**config.mk**
```make
export PLATFORM = sky130hd
export DESIGN_NAME = fmap_streamer_flat
export DESIGN_NICKNAME = d
export VERILOG_FILES = /design/src/rtl/fmap_if.sv /design/src/rtl/fmap_streamer.sv /design/src/flat_wrapper.sv
export SDC_FILE = /design/constraint.sdc
export NUM_CORES = 1
export LEC_CHECK = 0
export CAP_MARGIN = 25
export CORE_MARGIN = 4
export CORE_UTILIZATION = 49
export DETAILED_ROUTE_END_ITERATION = 8
export PLACE_DENSITY = 0.74
export REMOVE_ABC_BUFFERS = 1
export SLEW_MARGIN = 20
export SYNTH_ARGS = -nofsm -noshare
export SYNTH_HDL_FRONTEND = slang
export SYNTH_SLANG_ARGS = --single-unit
```
**constraint.sdc**
```tcl
create_clock -name clk -period 2.58 [get_ports clk]
set_input_delay 0.387 -clock clk [delete_from_list [all_inputs] [get_ports clk]]
set_output_delay 0.387 -clock clk [all_outputs]
set_load 0.05 [all_outputs]
```
**src/rtl/fmap_if.sv**
```systemverilog
// Streamer bus bundle: frame request, memory read port and pixel valid/ready stream.
interface fmap_if #(
    parameter int unsigned WIDTH  = 8,
    parameter int unsigned ADDR_W = 10
);
    logic              start;
    logic [ADDR_W-1:0] base_addr;
    logic              mem_rd_en;
    logic [ADDR_W-1:0] mem_addr;
    logic [WIDTH-1:0]  mem_rd_data;
    logic              pe_start;
    logic [WIDTH-1:0]  pixel_out;
    logic              pixel_out_valid;
    logic              pixel_out_ready;
    logic              busy;
    logic              done;

    modport master (
        input  start, base_addr, mem_rd_data, pixel_out_ready,
        output mem_rd_en, mem_addr, pe_start, pixel_out, pixel_out_valid, busy, done
    );

    modport slave (
        output start, base_addr, mem_rd_data, pixel_out_ready,
        input  mem_rd_en, mem_addr, pe_start, pixel_out, pixel_out_valid, busy, done
    );
endinterface

```
**src/rtl/fmap_streamer.sv**
```systemverilog
// Reads an IMG_W x IMG_H frame from memory in raster order and streams it through
// a 2-entry FIFO to a valid/ready consumer.
module fmap_streamer #(
    parameter int unsigned WIDTH  = 8,
    parameter int unsigned IMG_W  = 32,
    parameter int unsigned IMG_H  = 32,
    parameter int unsigned ADDR_W = 10
) (
    input logic    clk,
    input logic    reset,
    fmap_if.master bus
);
    localparam int unsigned   N    = IMG_W * IMG_H;
    localparam int unsigned   CW   = $clog2(N + 1);
    localparam logic [CW-1:0] LAST = CW'(N - 1);

    typedef enum logic [1:0] {StIdle, StStream, StDrain, StDone} state_e;

    state_e            r_state, w_state_d;
    logic              w_accept, w_rd_en, w_pop, w_push, w_room;
    logic              r_pe_start, r_inflight;
    logic [ADDR_W-1:0] r_base;
    logic [CW-1:0]     r_rd_cnt, r_out_cnt;
    logic [WIDTH-1:0]  r_mem [2];
    logic              r_wr_ptr, r_rd_ptr;
    logic [1:0]        r_count;

    assign w_pop  = (r_count != 2'd0) && bus.pixel_out_ready;
    assign w_push = r_inflight;
    // Occupancy the FIFO would reach if a read issued now, counting the in-flight return.
    assign w_room = ({1'b0, r_count} + {2'b00, r_inflight} - {2'b00, w_pop}) < 3'd2;

    always_ff @(posedge clk or posedge reset) begin
        if (reset) begin
            r_state <= StIdle;
        end else begin
            r_state <= w_state_d;
        end
    end

    always_comb begin
        w_state_d = r_state;
        w_accept  = 1'b0;
        w_rd_en   = 1'b0;
        case (r_state)
            StIdle: begin
                if (bus.start) begin
                    w_accept  = 1'b1;
                    w_state_d = StStream;
                end
            end
            StStream: begin
                w_rd_en = w_room;
                if (w_rd_en && (r_rd_cnt == LAST)) begin
                    w_state_d = StDrain;
                end
            end
            StDrain: begin
                if (w_pop && (r_out_cnt == LAST)) begin
                    w_state_d = StDone;
                end
            end
            StDone:  w_state_d = StIdle;
            default: w_state_d = StIdle;
        endcase
    end

    always_ff @(posedge clk or posedge reset) begin
        if (reset) begin
            r_pe_start <= 1'b0;
            r_inflight <= 1'b0;
            r_base     <= '0;
            r_rd_cnt   <= '0;
            r_out_cnt  <= '0;
            r_mem[0]   <= '0;
            r_mem[1]   <= '0;
            r_wr_ptr   <= 1'b0;
            r_rd_ptr   <= 1'b0;
            r_count    <= 2'd0;
        end else begin
            r_pe_start <= w_accept;
            r_inflight <= w_rd_en;
            if (w_accept) begin
                r_base    <= bus.base_addr;
                r_rd_cnt  <= '0;
                r_out_cnt <= '0;
            end else begin
                if (w_rd_en) r_rd_cnt <= r_rd_cnt + 1'b1;
                if (w_pop)   r_out_cnt <= r_out_cnt + 1'b1;
            end
            if (w_push) begin
                r_mem[r_wr_ptr] <= bus.mem_rd_data;
                r_wr_ptr        <= ~r_wr_ptr;
            end
            if (w_pop) r_rd_ptr <= ~r_rd_ptr;
            r_count <= r_count + {1'b0, w_push} - {1'b0, w_pop};
        end
    end

    assign bus.mem_rd_en       = w_rd_en;
    assign bus.mem_addr        = r_base + ADDR_W'(r_rd_cnt);
    assign bus.pe_start        = r_pe_start;
    assign bus.pixel_out       = r_mem[r_rd_ptr];
    assign bus.pixel_out_valid = (r_count != 2'd0);
    assign bus.busy            = (r_state != StIdle);
    assign bus.done            = (r_state == StDone);
endmodule

```
**src/flat_wrapper.sv**
```systemverilog
// flat-port wrapper written by rule: the top's interface ports become plain ports
module fmap_streamer_flat 
#(
    parameter int unsigned WIDTH  = 8,
    parameter int unsigned IMG_W  = 32,
    parameter int unsigned IMG_H  = 32,
    parameter int unsigned ADDR_W = 10
)
  (clk, reset, bus_start, bus_base_addr, bus_mem_rd_data, bus_pixel_out_ready, bus_mem_rd_en, bus_mem_addr, bus_pe_start, bus_pixel_out, bus_pixel_out_valid, bus_busy, bus_done);
  fmap_if #(.WIDTH(WIDTH), .ADDR_W(ADDR_W)) bus_i ();
  input logic clk;
  input logic reset;
  input wire logic [$bits(bus_i.start)-1:0] bus_start;
  input wire logic [$bits(bus_i.base_addr)-1:0] bus_base_addr;
  input wire logic [$bits(bus_i.mem_rd_data)-1:0] bus_mem_rd_data;
  input wire logic [$bits(bus_i.pixel_out_ready)-1:0] bus_pixel_out_ready;
  output wire logic [$bits(bus_i.mem_rd_en)-1:0] bus_mem_rd_en;
  output wire logic [$bits(bus_i.mem_addr)-1:0] bus_mem_addr;
  output wire logic [$bits(bus_i.pe_start)-1:0] bus_pe_start;
  output wire logic [$bits(bus_i.pixel_out)-1:0] bus_pixel_out;
  output wire logic [$bits(bus_i.pixel_out_valid)-1:0] bus_pixel_out_valid;
  output wire logic [$bits(bus_i.busy)-1:0] bus_busy;
  output wire logic [$bits(bus_i.done)-1:0] bus_done;
  assign bus_i.start = bus_start;
  assign bus_i.base_addr = bus_base_addr;
  assign bus_i.mem_rd_data = bus_mem_rd_data;
  assign bus_i.pixel_out_ready = bus_pixel_out_ready;
  assign bus_mem_rd_en = bus_i.mem_rd_en;
  assign bus_mem_addr = bus_i.mem_addr;
  assign bus_pe_start = bus_i.pe_start;
  assign bus_pixel_out = bus_i.pixel_out;
  assign bus_pixel_out_valid = bus_i.pixel_out_valid;
  assign bus_busy = bus_i.busy;
  assign bus_done = bus_i.done;
  fmap_streamer #(.WIDTH(WIDTH), .IMG_W(IMG_W), .IMG_H(IMG_H), .ADDR_W(ADDR_W)) u_core (.clk(clk), .reset(reset), .bus(bus_i));
endmodule
```
==> metrics.csv <==
stage;metric;value;unit
final_layout;final_common_cell;dfrtp_1;
sta;skew;0.00697;ns
setup_path;crit_family;adder cells;
setup_path;reg2reg_from;u_core.r_count[0];
clock_network;clockBufferDepth;2;
final_layout;nFillCells;393;
setup_path;path_cells;o21ai_2, inv_2, ha_4, inv_2, ha_4, fa_2, xnor2_2, nor3b_2, buf_6, buf_12;
route;routed_via_density;5.19;
placement;pre_cts_slack;-0.418;ns
die;rows;27;
setup_path;crit_arrival;2.41;ns
power_and_ir_drop;peakVddDrop;0.859;mV
job;drv_cap;0;
clock_network;cts_hold_buf;0;
setup_path;path_depth;10;
global_route;grt-ovfl-total;0;
setup_path;critPathSlowestCell;dfrtp_1;
sta;rsz0062_at_grt;true;
route;drc;0;
power_and_ir_drop;power;5260;µW
clock_network;cts_made_buffers;5;
synth;synth_edf_count;0;
die;die_area;7280;µm²
global_route;grt_pass1_vias;2194;
global_route;grt_pass1_wl;10400;µm
setup_path;slowest_delay;0.40;ns
sta;min_period;2.80;ns
die;ios;45;
sta;drv_slew;0;
synth;yosysUniqueCellTypes;38;
final_layout;diodes;0;
setup_path;setup.worst_path.end_class;output pin;
final_layout;area.sequential;1400;µm²
final_layout;layout-drive-gt1-share;0.386;
placement;gp_congestion;0.745;
status;violations;negative setup slack;
synth;synth.yosys.seq_area_share;0.478;
sta;fmax;0.357;GHz
power_and_ir_drop;power.density;1260;nW/µm²
sta;setup_viol;15;
setup_path;cp-startpoint;u_core.r_count[0];
final_layout;nNetsFinal;388;
route;vias;2174;
setup_path;reg2reg_depth;20;
route;ant_nets;0;
setup_path;worstSetupEndpoint;bus_mem_rd_en;
sta;totalNegativeSetupSlack;-1.14;ns
setup_path;critPathMaxFanout;2;
synth;syn_area_per_cell;11.4;µm²
clock_network;insertion_delay;0.31;ns
final_layout;area_growth;42.3;%
setup_path;worst-path-buf-inv;4;
clock_network;clock-sinks;56;
global_route;grt_usage;0.177;
setup_path;path_class;reg2out;
final_layout;final_cells;419;
sta;period_share;1.09;
die;die_h;85.3;µm
synth;synth_area;2930;µm²
synth;ys.flop_type;dfrtp_1;
synth;ys.warnings.count;0;
worst_hold_path;hp-class;reg2reg;
synth;synthArstFlopShare;1.00;
global_route;antenna_found_initial;0;
clock_network;path_clk_slew;0.11;ns
placement;dp.cells;379;
route;drt_first_pass_iters;6;
synth;synthCells;258;
placement;port_buffers;44;
power_and_ir_drop;power_leakage;0.00192;µW
route;wire_per_inst;15.2;µm
clock_network;cts_root_buffer;clkbuf_8;
final_layout;multiInputGateArea;1640;µm²
sta;max-slew-margin-rel;0.509;
route;drt-total-wl;6380;µm
final_layout;final_cell_mix;dfrtp_1 (55), mux2_2 (34), clkdlybuf4s50_1 (33);
die;core-area;5640;µm²
setup_path;cp.required;2.19;ns
sta;hold_violations;0;
global_route;grt_max_degree;57;
placement;hpwlAfterDp;3940;µm
status;outcome;complete, but fails checks;
clock_network;cts_tree;yes;
setup_path;r2r_setup_slack;-0.16;ns
sta;tightest_slew;0.733;ns
synth;synth-seq-cells;56;
sta;whs;0.490;ns
clock_network;htree_levels;2;
die;initial_utilization;0.519;
setup_path;r2r-end;u_core.r_out_cnt[3];
setup_path;startpoint_type;flop;
route;drtIter0Drc;126;
die;die_w;85.3;µm
sta;layout_setup_ws;-0.219;ns
-- cell type report --
type                            instances  share of cell area
Sequential cell                        56               0.336
Clock buffer                            5              0.0165
Multi-Input combinational cell        186               0.394
Timing Repair Buffer                   87               0.217
Clock inverter                          3             0.00540
Inverter                               10             0.00900
Tap cell                               72              0.0216
-- cells in the mapped netlist (all sizes together), types with 2 or more instances --
cell type   n  area (µm²)
a211oi      3        22.5
a21o        3        22.5
a21oi      10        50.1
and2        2        12.5
and3        3        18.8
and4        4        35.0
buf         4        21.3
clkbuf      2        7.51
dfrtp      56        1400
fa          2        40.0
ha         18         225
inv        10        37.5
mux2       35         394
nand2      13        48.8
nand3       6        30.0
nand4       7        43.8
nor2       28         108
nor2b       3        18.8
nor3        5        25.0
nor3b       2        20.0
o21ai       4        23.8
xnor2      12         105
xor2       18         158
-- through the flow --
step	utilization	cell area, µm²
global placement	0.634	3580
global route	0.739	4170
CTS	0.702	3960
floorplan	-	2900
finish	0.739	4170
detailed placement	0.634	3580
-- flip-flops by register name, indices dropped and copies added, names as in the netlist --
name,flops
u_core.r_state,2
u_core.r_base,10
u_core.r_mem,16
u_core.r_out_cnt,11
u_core.r_rd_cnt,11
u_core.r_wr_ptr,1
u_core.r_count,2
u_core.bus.pe_start,1
u_core.r_rd_ptr,1
u_core.r_inflight,1
-- layer usage --
layer  up-vias  part of all wire  GRT usage
met4         0            0.0099     0.0403
met2        31              0.49      0.282
met5         -                 0          0
li1       1069                 -          -
met1      1070              0.47      0.249
met3         4             0.027     0.0350
-- power by group --
| group | total [µW] | internal [µW] | leakage (µW) | switching [µW] |
|---|---|---|---|---|
| combinational | 3360 | 1610 | 0.00117 | 1740 |
| sequential | 1410 | 1190 | 0.000707 | 225 |
| clock | 491 | 196 | 0.0000485 | 295 |
-- logic make-up (layout without fill, tap and decap cells) --
kind of cell	Yosys count	count (layout)	synth area share
XOR/XNOR	30	30	0.0897
flip-flops	56	56	0.478
adder cells (fa/ha/maj)	20	20	0.0905
AO/OA/AOI/OAI	24	24	0.0517
buffers and inverters	16	105	0.0226
AND/OR/NAND/NOR	76	76	0.129
multiplexers	36	36	0.138
-- how the worst min path moves through the flow --
stage                                  to         startpoint  depth (start not counted)
after CTS                 u_core.r_wr_ptr  u_core.r_inflight                          1
after global routing      u_core.r_wr_ptr  u_core.r_inflight                          1
after global placement    u_core.r_wr_ptr    u_core.r_wr_ptr                          1
after floorplan           u_core.r_wr_ptr    u_core.r_wr_ptr                          1
final                     u_core.r_wr_ptr  u_core.r_inflight                          1
after detailed placement  u_core.r_wr_ptr    u_core.r_wr_ptr                          1
-- repair_timing --
item                                    CTS  global route
buffers inserted                         24             8
cloned                                    0             1
endpoints found under the setup margin    6            22
pin swaps                                13            23
resized for setup                        28            34
-- worst register-to-register path: stages, from the launching register on --
cell and delay, ns:
dfrtp_1 0.40, o21ai_2 0.19, inv_2 0.08, buf_4 0.14, buf_6 0.10, buf_4 0.12, buf_4 0.12, buf_4 0.12
buf_4 0.12, buf_6 0.11, buf_6 0.10, buf_6 0.10, buf_6 0.10, buf_6 0.10, buf_6 0.10, buf_6 0.10
buf_6 0.10, buf_6 0.12, nand4_1 0.09, xor2_1 0.15, nor2_1 0.05
(Power assumes the default switching activity.)
